$ cat src/rtl/mb32_pkg.sv
// Shared types for the mb32 bus block mover: widths, address/count types, op and FSM enums.
package mb32_pkg;
  localparam int ASZ = 15;
  localparam int DSZ = 32;

  typedef logic [ASZ-1:0] addr_t;
  typedef logic [ASZ:0]   cnt_t;
  typedef logic [DSZ-1:0] data_t;

  typedef enum logic {OP_FILL = 1'b0, OP_MOVE = 1'b1} op_e;

  typedef enum logic [2:0] {
    ST_IDLE,
    ST_FILL,
    ST_RD,
    ST_WR,
    ST_DONE
  } mover_st_e;

  // Last word of a block starting at base; len of 2**ASZ wraps back to base-1.
  function automatic addr_t addr_end(addr_t base, cnt_t n);
    return base + addr_t'(n) - addr_t'(1);
  endfunction
endpackage

$ cat src/rtl/mb32_io.sv
// mb32 memory bus between an initiator (master) and the single-port RAM (slave).
interface mb32_io;
  import mb32_pkg::*;
  addr_t      ai;
  logic       we;
  data_t      vi;
  data_t      vo;
  logic [3:0] bmsk;

  modport master (output ai, output we, output vi, output bmsk, input vo);
  modport slave  (input ai, input we, input vi, input bmsk, output vo);
endinterface

$ cat src/rtl/mb32_agen.sv
// Loadable up/down word-address counter; wraps modulo 2**ASZ.
module mb32_agen
  import mb32_pkg::*;
(
  input  logic  clk,
  input  logic  rst_n,
  input  logic  load,
  input  addr_t ld_val,
  input  logic  en,
  input  logic  dn,
  output addr_t q
);
  always_ff @(posedge clk or negedge rst_n) begin
    if (!rst_n)    q <= '0;
    else if (load) q <= ld_val;
    else if (en)   q <= dn ? q - addr_t'(1) : q + addr_t'(1);
  end
endmodule

$ cat src/rtl/mb32_mover.sv
// FILL / CMOVE block engine mastering the mb32 bus.
// Define MB32_MOVER_OVERLAP_EN to run forward-overlapping MOVEs descending (CMOVE>).
module mb32_mover
  import mb32_pkg::*;
(
  input  logic           clk,
  input  logic           rst_n,
  input  logic           start,
  input  logic           op,
  input  logic [ASZ-1:0] src,
  input  logic [ASZ-1:0] dst,
  input  logic [ASZ:0]   len,
  input  logic [DSZ-1:0] val,
  output logic           busy,
  output logic           done,
  mb32_io.master         b32
);
  mover_st_e st, st_nx;
  cnt_t      cnt_q;
  data_t     val_q;
  addr_t     src_a, dst_a, src_ld, dst_ld;
  logic      accept, src_en, dst_en, cnt_dec, desc_nx, desc_q;

  assign accept = (st == ST_IDLE) && start;

`ifdef MB32_MOVER_OVERLAP_EN
  // Forward overlap measured modulo the address space: dst lies inside (src, src+len).
  addr_t gap;
  assign gap     = dst - src;
  assign desc_nx = (op_e'(op) == OP_MOVE) && (gap != '0) && ({1'b0, gap} < len);
  assign src_ld  = desc_nx ? addr_end(src, len) : src;
  assign dst_ld  = desc_nx ? addr_end(dst, len) : dst;

  always_ff @(posedge clk or negedge rst_n) begin
    if (!rst_n)      desc_q <= 1'b0;
    else if (accept) desc_q <= desc_nx;
  end
`else
  assign desc_nx = 1'b0;
  assign desc_q  = desc_nx;
  assign src_ld  = src;
  assign dst_ld  = dst;
`endif

  mb32_agen u_src (
    .clk(clk), .rst_n(rst_n), .load(accept), .ld_val(src_ld),
    .en(src_en), .dn(desc_q), .q(src_a)
  );

  mb32_agen u_dst (
    .clk(clk), .rst_n(rst_n), .load(accept), .ld_val(dst_ld),
    .en(dst_en), .dn(desc_q), .q(dst_a)
  );

  always_ff @(posedge clk or negedge rst_n) begin
    if (!rst_n) begin
      st    <= ST_IDLE;
      cnt_q <= '0;
      val_q <= '0;
    end else begin
      st <= st_nx;
      if (accept) begin
        cnt_q <= len;
        val_q <= val;
      end else if (cnt_dec) begin
        cnt_q <= cnt_q - cnt_t'(1);
      end
    end
  end

  assign b32.bmsk = 4'b1111;

  always_comb begin
    st_nx   = st;
    busy    = 1'b0;
    done    = 1'b0;
    b32.ai  = '0;
    b32.we  = 1'b0;
    b32.vi  = '0;
    src_en  = 1'b0;
    dst_en  = 1'b0;
    cnt_dec = 1'b0;
    case (st)
      ST_IDLE: begin
        if (start) begin
          if (len == '0)                    st_nx = ST_DONE;
          else if (op_e'(op) == OP_MOVE)    st_nx = ST_RD;
          else                              st_nx = ST_FILL;
        end
      end
      ST_FILL: begin
        busy    = 1'b1;
        b32.ai  = dst_a;
        b32.vi  = val_q;
        b32.we  = 1'b1;
        dst_en  = 1'b1;
        cnt_dec = 1'b1;
        if (cnt_q == cnt_t'(1)) st_nx = ST_DONE;
      end
      ST_RD: begin
        busy   = 1'b1;
        b32.ai = src_a;
        st_nx  = ST_WR;
      end
      ST_WR: begin
        // RAM read data for src_a arrives on vo this cycle and is written straight back.
        busy    = 1'b1;
        b32.ai  = dst_a;
        b32.vi  = b32.vo;
        b32.we  = 1'b1;
        src_en  = 1'b1;
        dst_en  = 1'b1;
        cnt_dec = 1'b1;
        st_nx   = (cnt_q == cnt_t'(1)) ? ST_DONE : ST_RD;
      end
      ST_DONE: begin
        done  = 1'b1;
        st_nx = ST_IDLE;
      end
      default: st_nx = ST_IDLE;
    endcase
  end
endmodule

$ cat src/flat_wrapper.sv
// flat-port wrapper written by rule: the top's interface ports become plain ports
module mb32_mover_flat import mb32_pkg::*;
  (clk, rst_n, start, op, src, dst, len, val, busy, done, b32_ai, b32_we, b32_vi, b32_bmsk, b32_vo);
  mb32_io b32_i ();
  input  logic clk;
  input  logic rst_n;
  input  logic start;
  input  logic op;
  input  logic [ASZ-1:0] src;
  input  logic [ASZ-1:0] dst;
  input  logic [ASZ:0] len;
  input  logic [DSZ-1:0] val;
  output logic busy;
  output logic done;
  output wire logic [$bits(b32_i.ai)-1:0] b32_ai;
  output wire logic [$bits(b32_i.we)-1:0] b32_we;
  output wire logic [$bits(b32_i.vi)-1:0] b32_vi;
  output wire logic [$bits(b32_i.bmsk)-1:0] b32_bmsk;
  input wire logic [$bits(b32_i.vo)-1:0] b32_vo;
  assign b32_ai = b32_i.ai;
  assign b32_we = b32_i.we;
  assign b32_vi = b32_i.vi;
  assign b32_bmsk = b32_i.bmsk;
  assign b32_i.vo = b32_vo;
  mb32_mover u_core (.clk(clk), .rst_n(rst_n), .start(start), .op(op), .src(src), .dst(dst), .len(len), .val(val), .busy(busy), .done(done), .b32(b32_i));
endmodule
$ cat config.mk
export PLATFORM = sky130hd
export DESIGN_NAME = mb32_mover_flat
export DESIGN_NICKNAME = d
export VERILOG_FILES = /design/src/rtl/mb32_pkg.sv /design/src/rtl/mb32_io.sv /design/src/rtl/mb32_agen.sv /design/src/rtl/mb32_mover.sv /design/src/flat_wrapper.sv
export SDC_FILE = /design/constraint.sdc
export NUM_CORES = 1
export LEC_CHECK = 0
export BUFFER_PORTS_ARGS = -buffer_cell sky130_fd_sc_hd__buf_4
export CAP_MARGIN = 20
export CORE_MARGIN = 2
export CORE_UTILIZATION = 52
export CTS_CLUSTER_SIZE = 12
export DETAILED_ROUTE_END_ITERATION = 16
export PLACE_DENSITY = 0.93
export SETUP_SLACK_MARGIN = 0.5
export SLEW_MARGIN = 20
export SYNTH_ARGS = -nofsm -noshare
export SYNTH_HDL_FRONTEND = slang
export SYNTH_SLANG_ARGS = --single-unit
$ cat constraint.sdc
create_clock -name clk -period 5.1 [get_ports clk]
set_input_delay 0.255 -clock clk [delete_from_list [all_inputs] [get_ports clk]]
set_output_delay 0.255 -clock clk [all_outputs]
set_load 0.02 [all_outputs]
; ---- Yosys cells after proc, flatten, opt, wreduce, memory -nomap -nowiden
; Cells that the tools add are included.
[classes]
addsub = 3
n_eq_ne = 7
n_reduce_logical = 8
muxes = 18
[ops]
columns = cell, count
row1 = $pmux W32 S2, 1
row2 = $mux W15, 4
row3 = $mux W16, 2
row4 = $add A15 B1 Y15 const B, 2
row5 = $pmux W15 S2, 1
row6 = $eq A16 B1 Y1 const B, 1
row7 = $logic_not A16 Y1, 1
row8 = $sub A16 B1 Y16 const B, 1
row9 = $mux W3, 4
row10 = $pmux W3 S4, 1
row11 = $eq A3 B2 Y1 const B, 2
row12 = $mux W1, 4
row13 = $reduce_bool A2 Y1, 2
row14 = $eq A3 B1 Y1 const B, 1
row15 = $eq A3 B3 Y1 const B, 1
row16 = $logic_not A3 Y1, 1
row17 = $reduce_or A3 Y1, 1
row18 = $mux W2, 1
row19 = $ne A2 B1 Y1 const B, 1
row20 = $ne A2 B2 Y1 const B, 1
row21 = $reduce_and A2 Y1, 1
row22 = $reduce_or A2 Y1, 1
row23 = $logic_and A1 B1 Y1, 1
[totals]
regBits = 81
output_inout_bits = 54
word_cells = 41
input_bits = 114

; ---- Longest topological paths before layout
[logic_depth]
depth_word = 5
ltp_mapped = 8
ltp_nobuf = 6

; ---- Cells and area by module
; From an unflattened synthesis, not the netlist that was laid out.
[hier_totals]
hier_cells = 614
hier_area_um2 = 5412.7
[by_module_without_submodules]
columns = module, area_each_um2, cells_each, instances, seq_area_each_um2
row1 = mb32_mover, 2760.1, 316, 1, 1276.2
row2 = mb32_agen, 1326.3, 149, 2, 375.4

; ---- Worst setup path after synthesis
; OpenSTA, ideal clock, no wires.
[synth_path]
path_kind = register to output
start = register u_core.st[0]
end = output port b32_ai[11]
n_path_buf = 2
path_slack_ns = 3.263
arrival_time_ns = 1.582
path_stages_with_launch = 6
required_ns = 4.845
path_cell_list = dfrtp_1 -> buf_4 -> nor3b_1 -> clkbuf_1 -> nand2_1 -> o21ai_0
[synth_between]
elab_chain_cells = 3
elab_cells_between_ends = 5
[synth_rtl]
columns = element, line_no
row1 = "start, declared", mb32_mover.sv:18  ; mover_st_e st, st_nx;
row2 = "start signal, assigned", mb32_mover.sv:61  ; st <= st_nx;
row3 = $eq A3 B2 Y1 / $eq A3 B1 Y1 (equally long branches), mb32_mover.sv:83  ; case (st)
row4 = $reduce_or A2 Y1 (no source line), --
row5 = $pmux W15 S2 *, mb32_mover.sv:83
row6 = "end, declared", flat_wrapper.sv:15  ; output wire logic [$bits(b32_i.ai)-1:0] b32_ai;
; Every way passes the cells marked *; elsewhere a longest branch is shown, timed or not.

; ---- Final worst setup path
[layout_path]
start = register u_core.st[2]
end = output port b32_ai[13]
; Same word-level chain as after synthesis.

==> results.txt <==
----------------------------------------------------
[Setup path]
  Worst-path cell with the longest stage delay ... nand2b_2
  R2r startpoint ... u_core.st[2]
  Kind of critical path ... flop to output port
  Crit path capture type ... output port
  Worst r2r dst ... u_core.cnt_q[13]
  List of cells traversed by the critical path ... nand2b_2, inv_2, a22o_1, buf_4
  Register-to-register setup slack ... 2.25 ns
  WP depth ... 4
  Family of cells with the greatest summed delay on the critical path ... simple AND/OR/NAND/NOR gates
  Data arrival time of the critical path ... 2.74 ns
  CP Data Required Time ... 4.85 ns
  Delay contributed by the slowest stage of the critical path ... 0.84 ns
  Worst setup SP type ... flop
  CP bufs+invs ... 2
  Worst Reg-to-Reg Cells ... 5
  Worst-path fanout max ... 54

[Finish]
  Most frequent cells in the layout ... buf_4, nand2_1, dfrtp_1, nor2_1, mux2i_1
  Most common cell after layout, fill and taps aside ... buf_4
  Area Overhead vs Synth ... 31.4%
  Register area ... 0.00203 mm^2
  Ant. Diodes ... 0
  # nets final ... 808
  Area of the multi-input gates ... 0.00242 mm^2
  Count of fill cells added during filler insertion ... 700
  Share of final-layout standard cells stronger than drive strength 1 ... 0.276

[Synthesis]
  Prevailing post-synth register cell ... dfrtp_1
  Avg Synthesized Cell Area ... 8.50 um^2
  Area share of the leading cell type in the synthesized netlist ... 0.438
  Mapped Cells ... 545
  Main area contributors after synthesis ... dfrtp_1, nand2_1, mux2i_1
  Post-synthesis sequential area ratio ... 0.438
  Combined area of all synthesized cells ... 0.00463 mm^2
  Cell type contributing the most total cell area after synthesis ... dfrtp_1
  Netlist cell types ... 49
  Yosys Warn Count ... 0
  FF+latch count, synth ... 81
  Number of flops mapped to enable cells by yosys ... 0
  Proportion of synthesized flip-flops having asynchronous set or reset ... 1.00

[Clock tree]
  TritonCTS clock tree ... built
  Post-cts gate resize count ... 0
  Clock latency on the worst-skew pair ... 0.35 ns
  Cell chosen for the clock root ... clkbuf_8
  Buffer depth of the longest clock path ... 2
  Number of H-tree levels ... 3
  Clock slew at reported path FFs ... 0.10 ns
  Buffers inserted during post-CTS setup optimization ... 0
  TritonCTS buffer count ... 9
  Sinks on Clock Net ... 81
  CTS hold repair buffers ... 0

[Global route]
  Pin count of the biggest net entering global routing ... 83
  First-pass GRT wire length ... 21.6 mm
  Antenna violations before repair ... 0
  Vias in the first global route ... 4568
  GRT Util Overall ... 0.276
  Leftover overflow at the end of global routing ... 0

[STA]
  Max Clock Skew ... 0.0139 ns
  TNS Setup ... 0 ns
  Number of hold violations in the final report ... 0
  Actual slew at the worst max-slew pin ... 1.06 ns
  Highest Clock Rate ... 0.334 GHz
  Worst hold-check slack ... 0.0863 ns
  Fin crit share ... 0.588
  Clock period minus worst slack ... 3.00 ns
  RSZ-0062 raised after global routing ... no
  Tightest slew margin relative to the limit ... 0.293
  Max-slew violation total from the final report ... 0
  Final number of setup-violating endpoints ... 0

[Drt]
  First-pass iteration count of the detailed router ... 5
  Remaining design rule violation count ... 0
  Aggregate routed wire length ... 13.3 mm
  Per-cell via count in the routed design ... 5.85
  DRC marker count from the first detailed-route iteration ... 257
  Final routed wire length divided by cell count ... 16.6 um
  Vias ... 4697
  Number of antenna-violating nets in the routed design ... 0

[Worst hold path]
  Worst hold start ... val[14]
  Path category of the worst min-delay check ... input pin to flop
  Worst hold stages ... 3
  Hold-critical path endpoint ... u_core.val_q[14]

[Placed design]
  Final RePlAce weighted congestion ... 0.957
  Number of buffers added on ports ... 163
  HPWL Detailed ... 9.79 mm

[Run]
  Number of max-cap violations ... 0

[Power]
  Design Power ... 3.22 mW
  Ratio of total power to cell area ... 529 mW/mm^2
  Standby leakage power ... 3.07 nW
  Maximum VDD drop ... 0.000226 V

[Floorplanning]
  Core Area ... 0.00868 mm^2
  Die extent in x ... 98.4 um
  Area enclosed by the die boundary ... 0.00968 mm^2
  Floorplan row count ... 34
  Initial Utilization ... 0.534
  # IOs ... 168
  Floorplan die height ... 98.4 um

[Run status]
  Outcome ... finished, final reports clean

----------------------------------------------------
==> how the worst max path moves through the flow <==
stage | slack (ns) | startpoint | endpoint
finish | 2.10 | u_core.st[2] | b32_ai[13]
floorplan | 3.26 | u_core.st[0] | b32_ai[11]
global route | 1.87 | u_core.st[2] | b32_ai[12]
CTS | 2.09 | u_core.st[2] | b32_ai[13]
detailed placement | 2.27 | u_core.st[1] | u_core.u_src.q[5]
global placement | 2.34 | u_core.st[1] | u_core.u_src.q[5]
==> metrics by stage <==
stage	area, um^2	std cells	utilization	setup slack, ns
2_1_floorplan	4640	548	-	3.26
3_3_place_gp	5860	786	0.676	2.34
3_5_place_dp	5860	786	0.676	2.27
4_1_cts	6070	802	0.699	2.09
5_1_grt	6080	803	0.701	1.87
6_report	6080	803	0.701	2.10
==> kinds of logic (layout without fill, tap and decap cells) <==
kind of cell / Yosys count / count (layout) / share of synthesized area
other: 1 / 4 / 0.000810
adders and majority gates: 4 / 4 / 0.0108
buffers and inverters: 46 / 193 / 0.0449
and+or+nand+nor: 281 / 281 / 0.278
DFF: 81 / 81 / 0.438
muxes: 32 / 32 / 0.0692
xor gates and xnor gates: 9 / 9 / 0.0170
AOI/OAI and AO/OA: 91 / 91 / 0.142
==> per-layer routing <==
metal | wire, um | share of wire | GRT usage
met3 | 985 | 0.074 | 0.0458
met4 | 397 | 0.030 | 0.116
met1 | 5470 | 0.41 | 0.360
met2 | 6480 | 0.49 | 0.459
met5 | 0 | 0 | 0
==> final cells by class <==
cell class | count | share of cell area
Multi-Input combinational cell | 421 | 0.397
Sequential cell | 81 | 0.333
Timing Repair Buffer | 167 | 0.207
Tap cell | 108 | 0.0222
Clock buffer | 9 | 0.0204
Clock inverter | 7 | 0.0136
Inverter | 10 | 0.00617
==> sequential cells by signal (all words and copies together) (netlist names) <==
signal          flops
u_core.cnt_q       16
u_core.st           3
u_core.u_dst.q     15
u_core.u_src.q     15
u_core.val_q       32
==> report_power, final <==
group / internal [mW] / switching, mW
clock: 0.235 / 0.258
combinational: 0.632 / 0.819
sequential: 0.929 / 0.347
total: 1.80 / 1.42
==> cell usage after synthesis, types with 2 or more instances <==
| cell | count |
|---|---|
| o211ai_1 | 13 |
| mux2i_1 | 32 |
| ha_1 | 4 |
| nor3b_1 | 3 |
| buf_1 | 9 |
| a22oi_1 | 5 |
| clkbuf_1 | 14 |
| a221o_1 | 5 |
| nand2b_1 | 2 |
| nand3_1 | 19 |
| buf_2 | 7 |
| nor3_1 | 9 |
| nor4_1 | 12 |
| nand4b_1 | 2 |
| nor2_1 | 50 |
| nor4b_1 | 2 |
| or3_1 | 2 |
| or4_1 | 5 |
| o31ai_1 | 2 |
| buf_4 | 5 |
| a21o_1 | 2 |
| o21ai_0 | 22 |
| a22o_1 | 11 |
| nand2_1 | 150 |
| xnor2_1 | 5 |
| nand3b_1 | 3 |
| a31oi_1 | 4 |
| a21oi_1 | 6 |
| dfrtp_1 | 81 |
| xor2_1 | 4 |
| nand4_1 | 14 |
| o311ai_0 | 16 |
| inv_1 | 9 |
==> worst min-delay path, cell delays in order <==
cell     delay (ns)
buf_4          0.08
nand2_1        0.04
nand2_1        0.05
(Power assumes the default switching activity.)
